===== config.mk =====
export PLATFORM = sky130hd
export DESIGN_NAME = lsu_mem_ctrl
export DESIGN_NICKNAME = d
export VERILOG_FILES = /design/src/rtl/lsu_mem_ctrl.sv
export SDC_FILE = /design/constraint.sdc
export NUM_CORES = 1
export LEC_CHECK = 0
export ABC_AREA = 1
export BUFFER_PORTS_ARGS = -buffer_cell sky130_fd_sc_hd__clkbuf_2
export CELL_PAD_IN_SITES_DETAIL_PLACEMENT = 0
export CELL_PAD_IN_SITES_GLOBAL_PLACEMENT = 1
export CORE_ASPECT_RATIO = 1.2
export CORE_MARGIN = 2
export CORE_UTILIZATION = 35
export CTS_CLUSTER_SIZE = 8
export DETAILED_ROUTE_END_ITERATION = 8
export GPL_TIMING_DRIVEN = 0
export PLACE_DENSITY = 0.86
export SLEW_MARGIN = 0
export SYNTH_ARGS = -nofsm -noshare
export SYNTH_HDL_FRONTEND = slang
export SYNTH_SLANG_ARGS = --single-unit

===== constraint.sdc =====
create_clock -name clk -period 10 [get_ports clk]
set_input_delay 2.5 -clock clk [delete_from_list [all_inputs] [get_ports clk]]
set_output_delay 2.5 -clock clk [all_outputs]
set_load 0.1 [all_outputs]

===== src/rtl/lsu_mem_ctrl.sv =====
// Load/store sequencer between the lane decoder and the single-port data BRAM.
// Serialises one access at a time, waits out the BRAM read latency and formats load data.
module lsu_mem_ctrl #(
    parameter int BRAM_ADDR_WIDTH = 12,
    parameter int READ_LATENCY    = 1
) (
    input  logic                       clk,
    input  logic                       rst,
    input  logic                       req_valid,
    output logic                       req_ready,
    input  logic                       req_we,
    input  logic [2:0]                 req_func3,
    input  logic [31:0]                req_addr,
    input  logic [31:0]                req_wdata,
    input  logic [3:0]                 req_byte_enb,
    output logic                       resp_valid,
    output logic [31:0]                resp_rdata,
    output logic                       resp_misaligned,
    output logic                       stall,
    output logic                       bram_en,
    output logic [3:0]                 bram_we,
    output logic [BRAM_ADDR_WIDTH-1:0] bram_addr,
    output logic [31:0]                bram_wdata,
    input  logic [31:0]                bram_rdata
);

    typedef enum logic [1:0] {
        S_IDLE,
        S_ISSUE,
        S_WAIT,
        S_RESP
    } state_t;

    localparam logic [1:0] CNT_INIT = 2'(READ_LATENCY - 1);

    state_t                     state, state_nx;
    logic                       we_q;
    logic [2:0]                 func3_q;
    logic [1:0]                 lane_q;
    logic [3:0]                 mask_q;
    logic                       mis_q;
    logic [BRAM_ADDR_WIDTH-1:0] addr_q;
    logic [31:0]                wdata_q;
    logic [1:0]                 cnt;
    logic [31:0]                rdata_q;
    logic                       req_mis;
    logic                       load_f3_ok;
    logic                       accept;
    logic [7:0]                 sel_byte;
    logic [15:0]                sel_half;
    logic [31:0]                load_fmt;
    logic                       unused_addr_bits;

    assign unused_addr_bits = ^req_addr[31:BRAM_ADDR_WIDTH+2];

    always_comb begin
        load_f3_ok = 1'b0;
        case (req_func3)
            3'b000, 3'b001, 3'b010, 3'b100, 3'b101: load_f3_ok = 1'b1;
            default:                                load_f3_ok = 1'b0;
        endcase
    end

    // An undecodable load width is folded into the same reject path as a zero mask.
    assign req_mis = (req_byte_enb == 4'b0000) | (~req_we & ~load_f3_ok);
    assign accept  = req_valid & (state == S_IDLE);

    always_comb begin
        state_nx = state;
        case (state)
            S_IDLE:  if (req_valid) state_nx = req_mis ? S_RESP : S_ISSUE;
            S_ISSUE: state_nx = we_q ? S_IDLE : S_WAIT;
            S_WAIT:  if (cnt == '0) state_nx = S_RESP;
            S_RESP:  state_nx = S_IDLE;
            default: state_nx = S_IDLE;
        endcase
    end

    always_ff @(posedge clk or posedge rst) begin
        if (rst) state <= S_IDLE;
        else     state <= state_nx;
    end

    always_comb begin
        sel_byte = bram_rdata[{lane_q, 3'b000} +: 8];
        sel_half = lane_q[1] ? bram_rdata[31:16] : bram_rdata[15:0];
        load_fmt = '0;
        case (func3_q)
            3'b000:  load_fmt = {{24{sel_byte[7]}}, sel_byte};
            3'b100:  load_fmt = {24'h000000, sel_byte};
            3'b001:  load_fmt = {{16{sel_half[15]}}, sel_half};
            3'b101:  load_fmt = {16'h0000, sel_half};
            3'b010:  load_fmt = bram_rdata;
            default: load_fmt = '0;
        endcase
    end

    always_ff @(posedge clk or posedge rst) begin
        if (rst) begin
            we_q    <= 1'b0;
            func3_q <= '0;
            lane_q  <= '0;
            mask_q  <= '0;
            mis_q   <= 1'b0;
            addr_q  <= '0;
            wdata_q <= '0;
            cnt     <= '0;
            rdata_q <= '0;
        end else begin
            if (accept) begin
                we_q    <= req_we;
                func3_q <= req_func3;
                lane_q  <= req_addr[1:0];
                mask_q  <= req_byte_enb;
                mis_q   <= req_mis;
                // Port address/data only move for accesses that reach ISSUE.
                if (!req_mis) begin
                    addr_q  <= req_addr[BRAM_ADDR_WIDTH+1:2];
                    wdata_q <= req_wdata;
                end
            end
            if (state == S_ISSUE && !we_q) cnt <= CNT_INIT;
            else if (state == S_WAIT && cnt != '0) cnt <= cnt - 2'd1;
            if (state == S_WAIT && cnt == '0) rdata_q <= load_fmt;
        end
    end

    assign req_ready       = (state == S_IDLE) & ~rst;
    assign resp_valid      = (state == S_RESP) | ((state == S_ISSUE) & we_q);
    assign resp_misaligned = (state == S_RESP) & mis_q;
    assign resp_rdata      = ((state == S_RESP) && !mis_q) ? rdata_q : '0;
    assign stall           = ~rst & (((state == S_IDLE) & req_valid) |
                                     ((state != S_IDLE) & ~resp_valid));
    assign bram_en         = (state == S_ISSUE);
    assign bram_we         = ((state == S_ISSUE) && we_q) ? mask_q : '0;
    assign bram_addr       = addr_q;
    assign bram_wdata      = wdata_q;

endmodule


; Word-level counts from Yosys, hierarchy flattened
; Cells that the tools add are included.
[classes]
n_eq_ne = 13
n_mux = 12
shift = 1
reduce_logical = 18
bitwise = 15
add_sub_neg = 1
[op_table]
columns = op, n
row1 = one-hot mux 32 bit (5 select lines), 1
row2 = two-way mux 32 bit, 1
row3 = indexed part select 32 x 6 -> 8 bit, 1
row4 = two-way mux 16 bit, 1
row5 = == test 3 bit (second input constant), 4
row6 = two-way mux 2 bit, 6
row7 = one-hot mux 2 bit (4 select lines), 1
row8 = AND 1 bit, 7
row9 = == test 3 x 1 -> 1 bit (second input constant), 2
row10 = == test 3 x 2 -> 1 bit (second input constant), 2
row11 = zero test 3 bit, 2
row12 = nonzero test 2 bit, 3
row13 = logical AND 1 bit, 5
row14 = inverter 1 bit, 5
row15 = OR reduction 5 bit, 1
row16 = == test 2 bit (second input constant), 2
row17 = zero test 2 bit, 2
row18 = zero test 4 bit, 1
row19 = two-way mux 4 bit, 1
row20 = inequality test 2 bit (second input constant), 2
row21 = AND reduction 2 bit, 2
row22 = OR 1 bit, 3
row23 = == test 2 x 1 -> 1 bit (second input constant), 1
row24 = zero test 1 bit, 2
row25 = 2 further kinds, 2
[word_totals]
wordCells = 70
out_inout_bits = 85
register_bits = 91
input_bits = 107

; Logic depth before layout (Yosys ltp)
[logic_depth]
word_depth = 9
depth_mapped = 9

; Least setup slack after synthesis
; Ideal clock, no wire load.
[synth_path]
path_type = in2out
startpoint = in rst
endpoint = out stall
cell_stages = 1
arrival_time_ns = 4.598
slack_ns = 2.902
n_path_buf = 0
required_time_ns = 7.500
path_cell_list = nor3_1
[synth_via]
elab_chain_cells = 2
[synth_rtl]
columns = item, line
row1 = start: declaration, 8  ; input logic rst,
row2 = inverter 1 bit, 132  ; assign stall = ~rst & (((state == S_IDLE) & req_valid) |
row3 = AND 1 bit, 132
row4 = end: declaration, 19  ; output logic stall,
; No other way between the ends.

; Final worst setup path
[layout_path]
startpoint = in req_valid
endpoint = out stall
[layout_via]
elab_chain_cells = 3
[layout_rtl]
columns = item, line
row1 = start: declaration, 9  ; input logic req_valid,
row2 = AND 1 bit, 132
row3 = OR 1 bit, 132
row4 = AND 1 bit, 132
; No other way between the ends.

==> impl_results.html <==
<table>
<tr><th>Metric</th><th>Value</th></tr>
<tr><th colspan="2">Status</th></tr>
<tr><td>Outcome</td><td>finished clean</td></tr>
<tr><th colspan="2">Clock network</th></tr>
<tr><td>Count of instances resized after the clock tree is built</td><td>0</td></tr>
<tr><td>Clock Tree Buf Depth</td><td>2</td></tr>
<tr><td>Clock tree from TritonCTS</td><td>done</td></tr>
<tr><td>Hold buffer count at cts</td><td>0</td></tr>
<tr><td>Clock latency on the worst-skew pair</td><td>350 ps</td></tr>
<tr><td>Buffers inserted by post-CTS timing repair</td><td>0</td></tr>
<tr><td>Inserted Clock Buffers</td><td>9</td></tr>
<tr><td>Clock tree root buffer cell</td><td>sky130_fd_sc_hd__clkbuf_16</td></tr>
<tr><td>H-tree Lvls</td><td>3</td></tr>
<tr><td>Clock sinks</td><td>91</td></tr>
<tr><td>CTS clk-pin slew, worst paths</td><td>70 ps</td></tr>
<tr><th colspan="2">Placed design</th></tr>
<tr><td>Placed instance count</td><td>974</td></tr>
<tr><td>Placement Cell Area</td><td>0.00564 sq mm</td></tr>
<tr><td>Placer's final routability congestion estimate</td><td>0.877</td></tr>
<tr><td>Number of buffer cells added on primary ports</td><td>~170</td></tr>
<tr><td>Detail Placement HPWL</td><td>10.0 mm</td></tr>
<tr><th colspan="2">Setup path</th></tr>
<tr><td>Worst endpoint required time</td><td>7500 ps</td></tr>
<tr><td>Critical Path End Type</td><td>output port</td></tr>
<tr><td>Startpoint class of the critical path</td><td>primary input</td></tr>
<tr><td>Category of the critical setup timing path</td><td>primary input to output port</td></tr>
<tr><td>Data arrival time of the critical path</td><td>~3400 ps</td></tr>
<tr><td>CP max FO</td><td>2</td></tr>
<tr><th colspan="2">Logic synthesis</th></tr>
<tr><td>Most used standard cells in the synthesized netlist</td><td>sky130_fd_sc_hd__nand2_1, sky130_fd_sc_hd__dfrtp_1, sky130_fd_sc_hd__inv_1</td></tr>
<tr><td>Post-synth EDFFs</td><td>0</td></tr>
<tr><td>Area share of xor/xnor cells in the synthesized design</td><td>0</td></tr>
<tr><td>Post-synthesis cell type count</td><td>20</td></tr>
<tr><td>Simple-Gate Fraction of Synth Area</td><td>0.384</td></tr>
<tr><td>Most frequent cell after synthesis</td><td>sky130_fd_sc_hd__nand2_1</td></tr>
<tr><td>Avg Cell Area, Syn</td><td>7.14 sq um</td></tr>
<tr><td>Predominant post-synthesis flop cell</td><td>sky130_fd_sc_hd__dfrtp_1</td></tr>
<tr><td>Largest family of logic cells by synthesized area</td><td>simple AND/OR/NAND/NOR gates</td></tr>
<tr><td>Fraction of the mapped netlist area in compound gates</td><td>0.0259</td></tr>
<tr><td>Mapped Nets</td><td>744</td></tr>
<tr><td>Area of the mapped netlist</td><td>0.00454 sq mm</td></tr>
<tr><td>Share of the yosys chip area belonging to registers</td><td>0.502</td></tr>
<tr><td>Area share of fa/ha/maj cells after synthesis</td><td>0.00276</td></tr>
<tr><td>Synth top area cells</td><td>sky130_fd_sc_hd__dfrtp_1, sky130_fd_sc_hd__nand2_1, sky130_fd_sc_hd__nand3_1, sky130_fd_sc_hd__inv_1, sky130_fd_sc_hd__nor2_1</td></tr>
<tr><td>Top cell type's share of synthesized area</td><td>0.502</td></tr>
<tr><td>Synth warnings</td><td>0</td></tr>
<tr><td>Synth Register Bits</td><td>91</td></tr>
<tr><td>Cell type contributing the most total cell area after synthesis</td><td>sky130_fd_sc_hd__dfrtp_1</td></tr>
<tr><td>Fraction of registers with async set or reset after synthesis</td><td>1.00</td></tr>
<tr><td>Post-Synthesis Cells</td><td>636</td></tr>
<tr><td>Share of cell area taken by muxes after synthesis</td><td>0</td></tr>
<tr><th colspan="2">Global route</th></tr>
<tr><td>Number of global-route vias before repair</td><td>4183</td></tr>
<tr><td>First-pass GRT wire length</td><td>20.7 mm</td></tr>
<tr><td>Maximum number of pins on one net before global-route repair</td><td>64</td></tr>
<tr><td>Global-route congestion overflow total</td><td>0</td></tr>
<tr><td>Total GRT Usage</td><td>0.191</td></tr>
<tr><td>Number of antenna violations at the first check in global routing</td><td>0</td></tr>
<tr><th colspan="2">Cells and area</th></tr>
<tr><td>Layout cell share with drive strength beyond 1</td><td>0.274</td></tr>
<tr><td>Final core occ</td><td>0.469</td></tr>
<tr><td>Number of standard cells in the layout, taps in and fillers out</td><td>990</td></tr>
<tr><td>FILL cells</td><td>1355</td></tr>
<tr><td>Final antenna diode count</td><td>0</td></tr>
<tr><td>Design Area, Final</td><td>roughly 0.006 sq mm</td></tr>
<tr><td>Net count, final</td><td>929</td></tr>
<tr><td>Area growth from synthesis to final layout</td><td>31.0%</td></tr>
<tr><th colspan="2">Die</th></tr>
<tr><td>Die boundary width</td><td>108 microns</td></tr>
<tr><td>Placeable core area</td><td>0.0127 sq mm</td></tr>
<tr><td>Total I/O pin count</td><td>192</td></tr>
<tr><td>Cell Rows</td><td>45</td></tr>
<tr><td>Overall die area</td><td>0.0139 sq mm</td></tr>
<tr><td>Initial Utilization</td><td>0.358</td></tr>
<tr><td>Die boundary height</td><td>between 100 and 150 microns</td></tr>
<tr><th colspan="2">Route</th></tr>
<tr><td>Via total after detailed routing</td><td>4388</td></tr>
<tr><td>Post-route antenna net violation count</td><td>0</td></tr>
<tr><td>Wire length after detailed routing</td><td>around 13 mm</td></tr>
<tr><td>Detailed-route wire length per cell</td><td>12.9 microns</td></tr>
<tr><td>DRC</td><td>0</td></tr>
<tr><td>DRC violation total after the first TritonRoute iteration</td><td>approximately 200</td></tr>
<tr><td>Router iterations before antenna repair</td><td>4</td></tr>
<tr><td>Via/cell ratio</td><td>~4.4</td></tr>
<tr><th colspan="2">Timing</th></tr>
<tr><td>Final Hold Fails</td><td>0</td></tr>
<tr><td>RSZ-0062 raised after global routing</td><td>no</td></tr>
<tr><td>Post-route fraction of the period consumed by the critical path</td><td>0.586</td></tr>
<tr><td>Final setup fails</td><td>0</td></tr>
<tr><td>Total negative slack</td><td>0 ps</td></tr>
<tr><td>Transition time at the pin with the least slew margin</td><td>587 ps</td></tr>
<tr><td>Headroom to the max-slew limit</td><td>0.610</td></tr>
<tr><td>Shortest clock period the worst path allows after layout</td><td>5860 ps</td></tr>
<tr><td>Max Clock Skew</td><td>approximately 8.1 ps</td></tr>
<tr><td>Achievable clock frequency</td><td>171 MHz</td></tr>
<tr><td>Final slew viol count</td><td>0</td></tr>
<tr><th colspan="2">Job</th></tr>
<tr><td>Max-capacitance violation count</td><td>0</td></tr>
<tr><th colspan="2">Hold path</th></tr>
<tr><td>Type of the worst min-delay path</td><td>flip-flop to flip-flop</td></tr>
</table>
==> path summary, 6_finish.rpt <==
kind                             from             end  slack (ps)  depth (start not counted)
max reg2reg                    cnt[0]      rdata_q[1]        8410                          8
max in group asynchronous         rst     rdata_q[26]        7200                          3
min reg2reg                rdata_q[7]      rdata_q[7]         480                          2
min in group asynchronous         rst  bram_wdata[25]        2160                          2
min                        rdata_q[7]      rdata_q[7]         480                          2
max                         req_valid           stall        4140                          4
==> critical path: stages <==
cell and delay (ps):
sky130_fd_sc_hd__clkbuf_2 130, sky130_fd_sc_hd__nor2_1 70, sky130_fd_sc_hd__nor3_1 170, sky130_fd_sc_hd__clkbuf_2 490
==> cells in the final DEF (no fill, tap or decap) <==
cell type                    count
sky130_fd_sc_hd__bufinv_16       1
sky130_fd_sc_hd__ha_1            1
sky130_fd_sc_hd__inv_1          49
sky130_fd_sc_hd__nand3_4         2
sky130_fd_sc_hd__inv_4           4
sky130_fd_sc_hd__buf_16          1
sky130_fd_sc_hd__inv_6           2
sky130_fd_sc_hd__nor2_1         46
sky130_fd_sc_hd__buf_6           4
sky130_fd_sc_hd__o211ai_1        1
sky130_fd_sc_hd__nand3_1        45
sky130_fd_sc_hd__buf_4           4
sky130_fd_sc_hd__clkbuf_16       9
sky130_fd_sc_hd__buf_2          12
sky130_fd_sc_hd__nor3_1          1
sky130_fd_sc_hd__inv_2           6
sky130_fd_sc_hd__clkbuf_1        7
sky130_fd_sc_hd__nor2_2          1
sky130_fd_sc_hd__a21oi_1         4
sky130_fd_sc_hd__clkinvlp_4      3
sky130_fd_sc_hd__nand3_2         2
sky130_fd_sc_hd__nand2_1       337
sky130_fd_sc_hd__o21ai_0        18
sky130_fd_sc_hd__inv_8           1
sky130_fd_sc_hd__dfrtp_1        91
sky130_fd_sc_hd__clkbuf_2      173
sky130_fd_sc_hd__nor2_4          1
==> cells by family after synthesis <==
group | count (synthesis)
buffers and inverters | 86
AOI/OAI and AO/OA | 23
adders and majority gates | 1
DFF | 91
and+or+nand+nor | 435
==> flip-flops by register name, indices dropped and copies added (netlist names) <==
register	flops
mask_q	4
mis_q	1
rdata_q	32
func3_q	3
lane_q	2
state	2
cnt	2
we_q	1
bram_wdata	32
bram_addr	12
==> through the flow <==
step | hold slack [ps] | setup slack [ps]
after global placement | 462 | 3930
after floorplan | 449 | 2900
final | 478 | 4140
after global routing | 494 | 4110
after detailed placement | 464 | 4150
after CTS | 483 | 4140
==> area by class of cell <==
| cell class | instances | area (sq um) | share of cell area |
|---|---|---|---|
| Timing Repair Buffer | 174 | 893 | 0.150 |
| Clock inverter | 7 | 81.3 | 0.0137 |
| Tap cell | 164 | 205 | 0.0345 |
| Sequential cell | 91 | 2280 | 0.383 |
| Clock buffer | 9 | 225 | 0.0379 |
| Multi-Input combinational cell | 459 | 1870 | 0.315 |
| Inverter | 59 | 231 | 0.0389 |
| Buffer | 27 | 161 | 0.0271 |
==> metal layers <==
metal,up-vias,GRT usage,routed length (microns)
li1,2281,-,-
met1,1958,0.231,5450
met2,135,0.332,6250
met3,14,0.0507,943
met4,0,0.0588,162
met5,-,0,0
Power is left out: the tool's default activity adds up to more than one toggle a clock period on the data nets, which glitch-free logic cannot reach.
